`src/rtl/alu_issue.sv`:
```
// -----------------------------------------------------------------------------
// alu_issue
//
// Single-issue front end for an external combinational ALU. It accepts one
// instruction at a time, reads the source operands from a small internal
// register file, drives registered opcode/operands to the ALU, captures the
// ALU result one cycle later and writes it back in the following cycle.
//
// Instruction word:
//   opcode[29:25]  dst[24:22]  src0[21:19]  src1[18:16]  imm[15:0]
//   (inst[31:30] are not used)
//
// Register file: 8 x 32
//   r0      reads 0
//   r1      reads the sign-extended imm of the instruction being accepted
//   r2..r7  read stored values
//   Writes to r0/r1 are dropped; writeback is still signalled.
//
// Opcode 31 is HALT: the block stops in HALT with no writeback until reset.
//
// Handshake: an instruction transfers on a rising clk edge where
// inst_valid & inst_ready are both high. inst_ready depends only on the
// current state, never on inst_valid. An offer while inst_ready is low is
// ignored and changes nothing.
//
// Ports:
//   clk        clock, all state on rising edge
//   reset      asynchronous active-high reset
//   inst_valid instruction offered
//   inst_ready block can accept an instruction this cycle
//   inst       instruction word
//   opcode     registered opcode to ALU
//   alu0/alu1  registered operands to ALU
//   aluout     combinational ALU result
//   wb_valid   one-cycle writeback pulse
//   wb_dst     writeback destination register
//   wb_data    writeback value
//   halted     high while in HALT
//   state_dbg  current FSM state (IDLE=0, EXEC=1, WB=2, HALT=3)
//
// Configuration macro: ALU_ISSUE_FWD_EN
//   defined   : inst_ready is also high in WB and the value being written
//               back is forwarded to a same-cycle source read (2 cycles per
//               instruction back to back).
//   undefined : no acceptance in WB, no forwarding (3 cycles per instruction).
// -----------------------------------------------------------------------------
module alu_issue (
   input  logic        clk,
   input  logic        reset,
   input  logic        inst_valid,
   output logic        inst_ready,
   input  logic [31:0] inst,
   output logic [4:0]  opcode,
   output logic [31:0] alu0,
   output logic [31:0] alu1,
   input  logic [31:0] aluout,
   output logic        wb_valid,
   output logic [2:0]  wb_dst,
   output logic [31:0] wb_data,
   output logic        halted,
   output logic [1:0]  state_dbg
);

   localparam logic [4:0] OP_HALT = 5'd31;

`ifdef ALU_ISSUE_FWD_EN
   localparam logic READY_IN_WB = 1'b1;
`else
   localparam logic READY_IN_WB = 1'b0;
`endif

   typedef enum logic [1:0] {
      IDLE = 2'd0,
      EXEC = 2'd1,
      WB   = 2'd2,
      HALT = 2'd3
   } state_t;

   state_t      state;
   state_t      state_nxt;
   logic        xfer;

   // decoded fields of the offered instruction
   logic [4:0]  f_op;
   logic [2:0]  f_dst;
   logic [2:0]  f_src0;
   logic [2:0]  f_src1;
   logic [31:0] imm_sext;
   logic        unused_inst;

   // entries 0 and 1 are never written after reset; reads of r0/r1 are
   // substituted in read_src
   logic [31:0] regs [8];

   logic [2:0]  exec_dst;   // dst of the instruction currently in EXEC
   logic [2:0]  res_dst;    // captured writeback destination
   logic [31:0] res_data;   // captured writeback value

   logic [31:0] file0;
   logic [31:0] file1;
   logic [31:0] src0_val;
   logic [31:0] src1_val;

   assign f_op        = inst[29:25];
   assign f_dst       = inst[24:22];
   assign f_src0      = inst[21:19];
   assign f_src1      = inst[18:16];
   assign imm_sext    = {{16{inst[15]}}, inst[15:0]};
   assign unused_inst = ^inst[31:30];

   function automatic logic [31:0] read_src(input logic [2:0]  idx,
                                            input logic [31:0] imm_v,
                                            input logic [31:0] file_v);
      case (idx)
         3'd0:    read_src = '0;
         3'd1:    read_src = imm_v;
         default: read_src = file_v;
      endcase
   endfunction

`ifdef ALU_ISSUE_FWD_EN
   // In WB the register file is written only at the end of the cycle, so an
   // instruction accepted in the same cycle must see the value in flight.
   // A match on r0/r1 is harmless: read_src never uses file_v for those.
   logic in_wb;
   assign in_wb = (state == WB);
   assign file0 = (in_wb && (f_src0 == res_dst)) ? res_data : regs[f_src0];
   assign file1 = (in_wb && (f_src1 == res_dst)) ? res_data : regs[f_src1];
`else
   assign file0 = regs[f_src0];
   assign file1 = regs[f_src1];
`endif

   assign src0_val = read_src(f_src0, imm_sext, file0);
   assign src1_val = read_src(f_src1, imm_sext, file1);

   // acceptance depends on state only
   always_comb begin
      inst_ready = 1'b0;
      case (state)
         IDLE:    inst_ready = 1'b1;
         WB:      inst_ready = READY_IN_WB;
         default: inst_ready = 1'b0;
      endcase
   end

   assign xfer = inst_valid & inst_ready;

   always_comb begin
      state_nxt = state;
      case (state)
         IDLE: if (xfer) state_nxt = EXEC;
         EXEC: state_nxt = (opcode == OP_HALT) ? HALT : WB;
         WB:   state_nxt = xfer ? EXEC : IDLE;
         HALT: state_nxt = HALT;
         default: state_nxt = IDLE;
      endcase
   end

   always_ff @(posedge clk or posedge reset) begin
      if (reset) begin
         state    <= IDLE;
         opcode   <= '0;
         alu0     <= '0;
         alu1     <= '0;
         exec_dst <= '0;
         res_dst  <= '0;
         res_data <= '0;
         for (int i = 0; i < 8; i++) regs[i] <= '0;
      end else begin
         state <= state_nxt;
         // ALU inputs change only on a transfer and hold otherwise
         if (xfer) begin
            opcode   <= f_op;
            alu0     <= src0_val;
            alu1     <= src1_val;
            exec_dst <= f_dst;
         end
         // halt has no result to capture
         if ((state == EXEC) && (opcode != OP_HALT)) begin
            res_dst  <= exec_dst;
            res_data <= aluout;
         end
         if ((state == WB) && (res_dst >= 3'd2)) begin
            regs[res_dst] <= res_data;
         end
      end
   end

   assign wb_valid  = (state == WB);
   assign wb_dst    = res_dst;
   assign wb_data   = res_data;
   assign halted    = (state == HALT);
   assign state_dbg = state;

endmodule

```
`config.mk`:
```
export PLATFORM = sky130hd
export DESIGN_NAME = alu_issue
export DESIGN_NICKNAME = d
export VERILOG_FILES = /design/src/rtl/alu_issue.sv
export SDC_FILE = /design/constraint.sdc
export NUM_CORES = 1
export LEC_CHECK = 0
export BUFFER_PORTS_ARGS = -buffer_cell sky130_fd_sc_hd__buf_2
export CORE_MARGIN = 2
export CORE_UTILIZATION = 60
export CTS_CLUSTER_SIZE = 12
export DETAILED_ROUTE_END_ITERATION = 16
export PLACE_DENSITY_LB_ADDON = 0.15
export RECOVER_POWER = 25
export SKIP_CTS_REPAIR_TIMING = 1
export SLEW_MARGIN = 5
export SYNTH_ARGS = -nofsm -noshare
export SYNTH_HDL_FRONTEND = slang
export SYNTH_SLANG_ARGS = --single-unit
```
`constraint.sdc`:
```
create_clock -name clk -period 18.8 [get_ports clk]
set_clock_uncertainty 0.2 [all_clocks]
set_input_delay 1.88 -clock clk [delete_from_list [all_inputs] [get_ports clk]]
set_output_delay 1.88 -clock clk [all_outputs]
set_load 0.05 [all_outputs]
```
After elaboration in Yosys (flattened, before gate mapping)
Index checks and enable logic that the tools add are counted.
Widths: inputs -> output; s select.

storage, ports and cells
  register bits after elaboration = 365
  bits of input ports = 67
  output and inout port bits = 109
  logic and storage cells = 54

cells by class
  order comparisons = 5
  equal/unequal tests = 8
  mux-type cells = 16
  bitwise gates (word level) = 4
  reductions and logical operators = 6

operators by type and width
  kind                count
  $bwmux 256          1
  $bmux 32 s3         2
  $mux 32             5
  $pmux 32 s2         2
  $demux 32 s3        1
  $ge 4x4->1 const B  3
  $not 3->4           3
  $pmux 2 s4          1
  $eq 3x1->1 const B  2
  $logic_not 3->1     2
  $eq 5x5->1 const B  1
  $ne 5x5->1 const B  1
  $eq 2x2->1 const B  2
  $lt 4x1->1 const B  1
  $ge 3x2->1 const B  1
  $logic_and 1x1->1   3
  $mux 1              3
  $eq 2x1->1 const B  1
  $logic_not 2->1     1
  $mux 2              1
  $ne 2x2->1 const B  1
  $and 1x1->1         1

Longest topological paths before layout
  depth after elaboration = 6
  mapped depth = 6
  depth with buffers taken out = 3

Worst setup path before layout
No wires, ideal clock.

  kind = register to output
  start point = register state[0] (netlist: state_dbg[0])
  end point = output halted
  data arrival time = 1611 ps
  data required time = 16720 ps
  slack = 15109 ps
  stages on the path, launching flop included = 4
  path buffers = 1
  cells stage by stage = dfrtp_1 buf_2 inv_1 nor2_1

on the way
  longest elaborated chain between the ends = 1

RTL lines
  what                    RTL line  RTL
  from (decl)             79        state_t state;
  from (signal assigned)  171       state <= state_nxt;
  $eq 2x2->1              193       assign halted = (state == HALT);
  to (decl)               60        output logic halted,

No other way between the ends.

Worst setup path in the final report
  start point = input inst[21]
  end point = register alu0[29]

on the way
  longest elaborated chain between the ends = 5

RTL lines
  what                                        RTL line  RTL
  from (decl)                                 52        input logic [31:0] inst,
  $not 3->4 (implied by the code)             130       assign file0 = regs[f_src0];
  $bmux 32 s3                                 130
  $mux 32 (implied by the code) (2 in a row)  130
  $pmux 32 s2 *                               114       case (idx)
  to (signal assigned)                        175       alu0 <= src0_val;
  to (decl)                                   54        output logic [31:0] alu0,

Mark *: on every way between the ends. The rest lies on a longest branch, timed or not. The select of a mux whose other input is x is not followed.
A chain may end at the register's enable or synchronous reset.

==> run metrics <==
post-route setup TNS=0 ps; total CTS buffers=34; IO buf count=roughly 170; synthesized cell area=14600 um^2; vias=9901; core box area=about 24000 um^2; logic gate share of total power=0.410; compound-cell area share of the yosys netlist=0.1019; FP Rows=57; share of flip-flops with an asynchronous set or reset=1.000; hold wc startpoint=exec_dst[0]; H-tree depth=2; area delta synth->final=14.30%; mean post-synth cell area=13.18 um^2; Avg WL per Cell=22.38 um; fin cells=about 1600; Initial Util=0.6056; die area=25600 um^2; library cells used by synthesis=29; status=complete, but fails checks; total wire length=around 36000 um; Hold Crit Class=reg -> reg; Worst-path clk slew=60 ps; Flop pwr share=0.390; Post-synth EDFFs=0; layout net count=1310; Inst Count DP=1531; R2R Setup Slk=15230 ps; first-pass GRT wire length=56950 um; multi-input logic area=6641 um^2; R2R depth=4; clock share of power=0.200; critical path's most frequent cell=buf_4; Final Wtd Congestion=roughly 0.77; Root Driver=clkbuf_16; hold-critical path depth=1; post-synth top area share=0.5159; worst r2r src=state_dbg[0]; clock net sink count=301; Max-Cap Viols=6; pin count of the biggest net entering global routing=152; ANT nets after route=0; synth warn=0; commonest non-fill, non-tap cell in the layout=dfrtp_1; Post-synth top flop=dfrtp_1; critical path arrival=~4500 ps; Int Pwr=0.001891 W; largest area contributor in the netlist=dfrtp_1; worst-path cell chain=buf_4 -> buf_4 -> nor3b_2 -> buf_4 -> a22oi_1 -> a31oi_1; failing checks=capacitance limit, slew limit; Via density=6.223; Synth Area in XOR/XNOR=0; Reg area=7532 um^2; drt initial violations=705; setup ws final=14480 ps; fill count=1832; unrepaired setup endpoints after global routing=no; Max clock buf depth=3; Top delay family on crit path=buffers and inverters; Least-Margin Pin Slew=2562 ps; crit-path max FO=50; Synth area leaders=dfrtp_1, mux2_2, mux2i_1, o22a_1, a22oi_1; cell count after synthesis=1108; sw power=~0.0013 W; Die H=roughly 160 um; Worst Hold End=wb_dst[0]; CP max-delay cell=buf_4; sequential-to-total area share from yosys stat=0.5159; post-synthesis adder-cell area fraction=0; post-synthesis mux area share=0.3259; post-DP HPWL=approximately 20000 um; DR DRC count=0; setup violators final=0; reg2reg end=regs[171]; main combinational cell family by area after synthesis=multiplexers; number of synthesized register bits=301; Inserted Diodes=0; startpoint class of the critical path=primary input; CTS tree=built; simple-gate share of the synthesized area=0.02648; syn nets=1175; vias in the first global route=10269; Max IR drop VDD=0.1357 mV; Tmin final=4321 ps; share of cells above drive strength 1=0.4191; final slew viol count=around 190; PD cells=about 190 nW/um^2; final worst-path cycle share=0.2298; crit end category=flop; most frequent cells in the layout=dfrtp_1, mux2_2, buf_2; Worst slew margin=-0.7078; IO Pins=approximately 180; Hold Vio Cnt, Final=0; Required @ worst endpoint=19010 ps; CP Buf/Inv Count=3; Chip Width=between 150 and 200 um; Global Route Usage Sum=0.2821; DP Worst Slack=14040 ps; Fmax achieved=0.2315 GHz; Clock Latency Late Sink=520 ps; kind of critical path=in -> reg; cell leakage power=7.608 nW; Switching Fraction=0.4135; CP max stage delay=810 ps; initial antenna violation count=0; total gr overflow=0; drt first pass iters=5
[how the worst max path moves through the flow]
| stage | start | end | slack (ps) | cells past startpoint |
|---|---|---|---|---|
| finish | inst[21] | alu0[29] | 14480 | 6 |
| global route | inst[21] | alu0[29] | 14380 | 6 |
| CTS | inst[21] | alu0[10] | 14520 | 6 |
| detailed placement | inst[21] | alu0[11] | 14040 | 6 |
| global placement | inst[21] | alu0[14] | 14110 | 6 |
| floorplan | reset | alu0[0] | 8400 | 1 |
[power by group through the flow]
| stage | Clock (W) | Combinational, W | Sequential [W] |
|---|---|---|---|
| floorplan | 0 | 0.000662 | 0.00159 |
| global placement | 0 | 0.00130 | 0.00124 |
| detailed placement | 0 | 0.00133 | 0.00126 |
| CTS | 0.000653 | 0.00133 | 0.00125 |
| global route | 0.000683 | 0.00141 | 0.00130 |
| finish | 0.000644 | 0.00132 | 0.00126 |
[through the flow]
step | utilization | area [um^2] | total power, W | hold slack [ps]
4_1_cts | 0.6942 | 16730 | 0.003239 | 303.7
3_5_place_dp | 0.6491 | 15650 | 0.002587 | 291.5
3_3_place_gp | 0.6491 | 15650 | 0.002541 | 280.0
2_1_floorplan | - | 14600 | 0.002252 | 274.9
6_report | 0.6923 | 16690 | 0.003224 | 315.8
5_1_grt | 0.6923 | 16690 | 0.003395 | 325.7
[cells in the mapped netlist, types with 4 or more instances]
cell and instances:
nand2b_1 5, buf_1 7, a31oi_1 62, nor2_1 67, nand2_1 4, o22a_1 64, mux2_4 30, dfrtp_1 301
mux2_1 7, buf_2 41, mux2_2 260, clkbuf_1 42, a22oi_1 62, mux2i_1 130
[layout make-up]
cell class | instances | area share
sequential | 301 | 0.4514
multi-input combinational | 711 | 0.3980
clock buffer | 55 | 0.06373
timing repair buffer | 192 | 0.05998
tap | 324 | 0.02429
clock inverter | 5 | 0.001500
inverter | 3 | 0.001125
[layer usage]
metal  wire, um  vias up  GRT usage
met5          0        -          0
met4        811        0    0.08681
met3       1698       68    0.03688
met2      17620      293     0.4787
met1      15480     5122     0.3823
li1           -     4418          -
[registers in the layout, summed over array words and instances (netlist names)]
name / flops
alu0: 32
alu1: 32
exec_dst: 3
opcode: 5
regs: 192
state_dbg: 2
wb_data: 32
wb_dst: 3
[kinds of logic (layout without fill, tap and decap cells)]
group / Yosys count / count (layout)
AO/OA/AOI/OAI: 196 / 196
buffers and inverters: 96 / 255
flip-flops: 301 / 301
multiplexers: 427 / 427
AND/OR/NAND/NOR: 88 / 88
No activity file was read; power rests on OpenSTA's default activity.
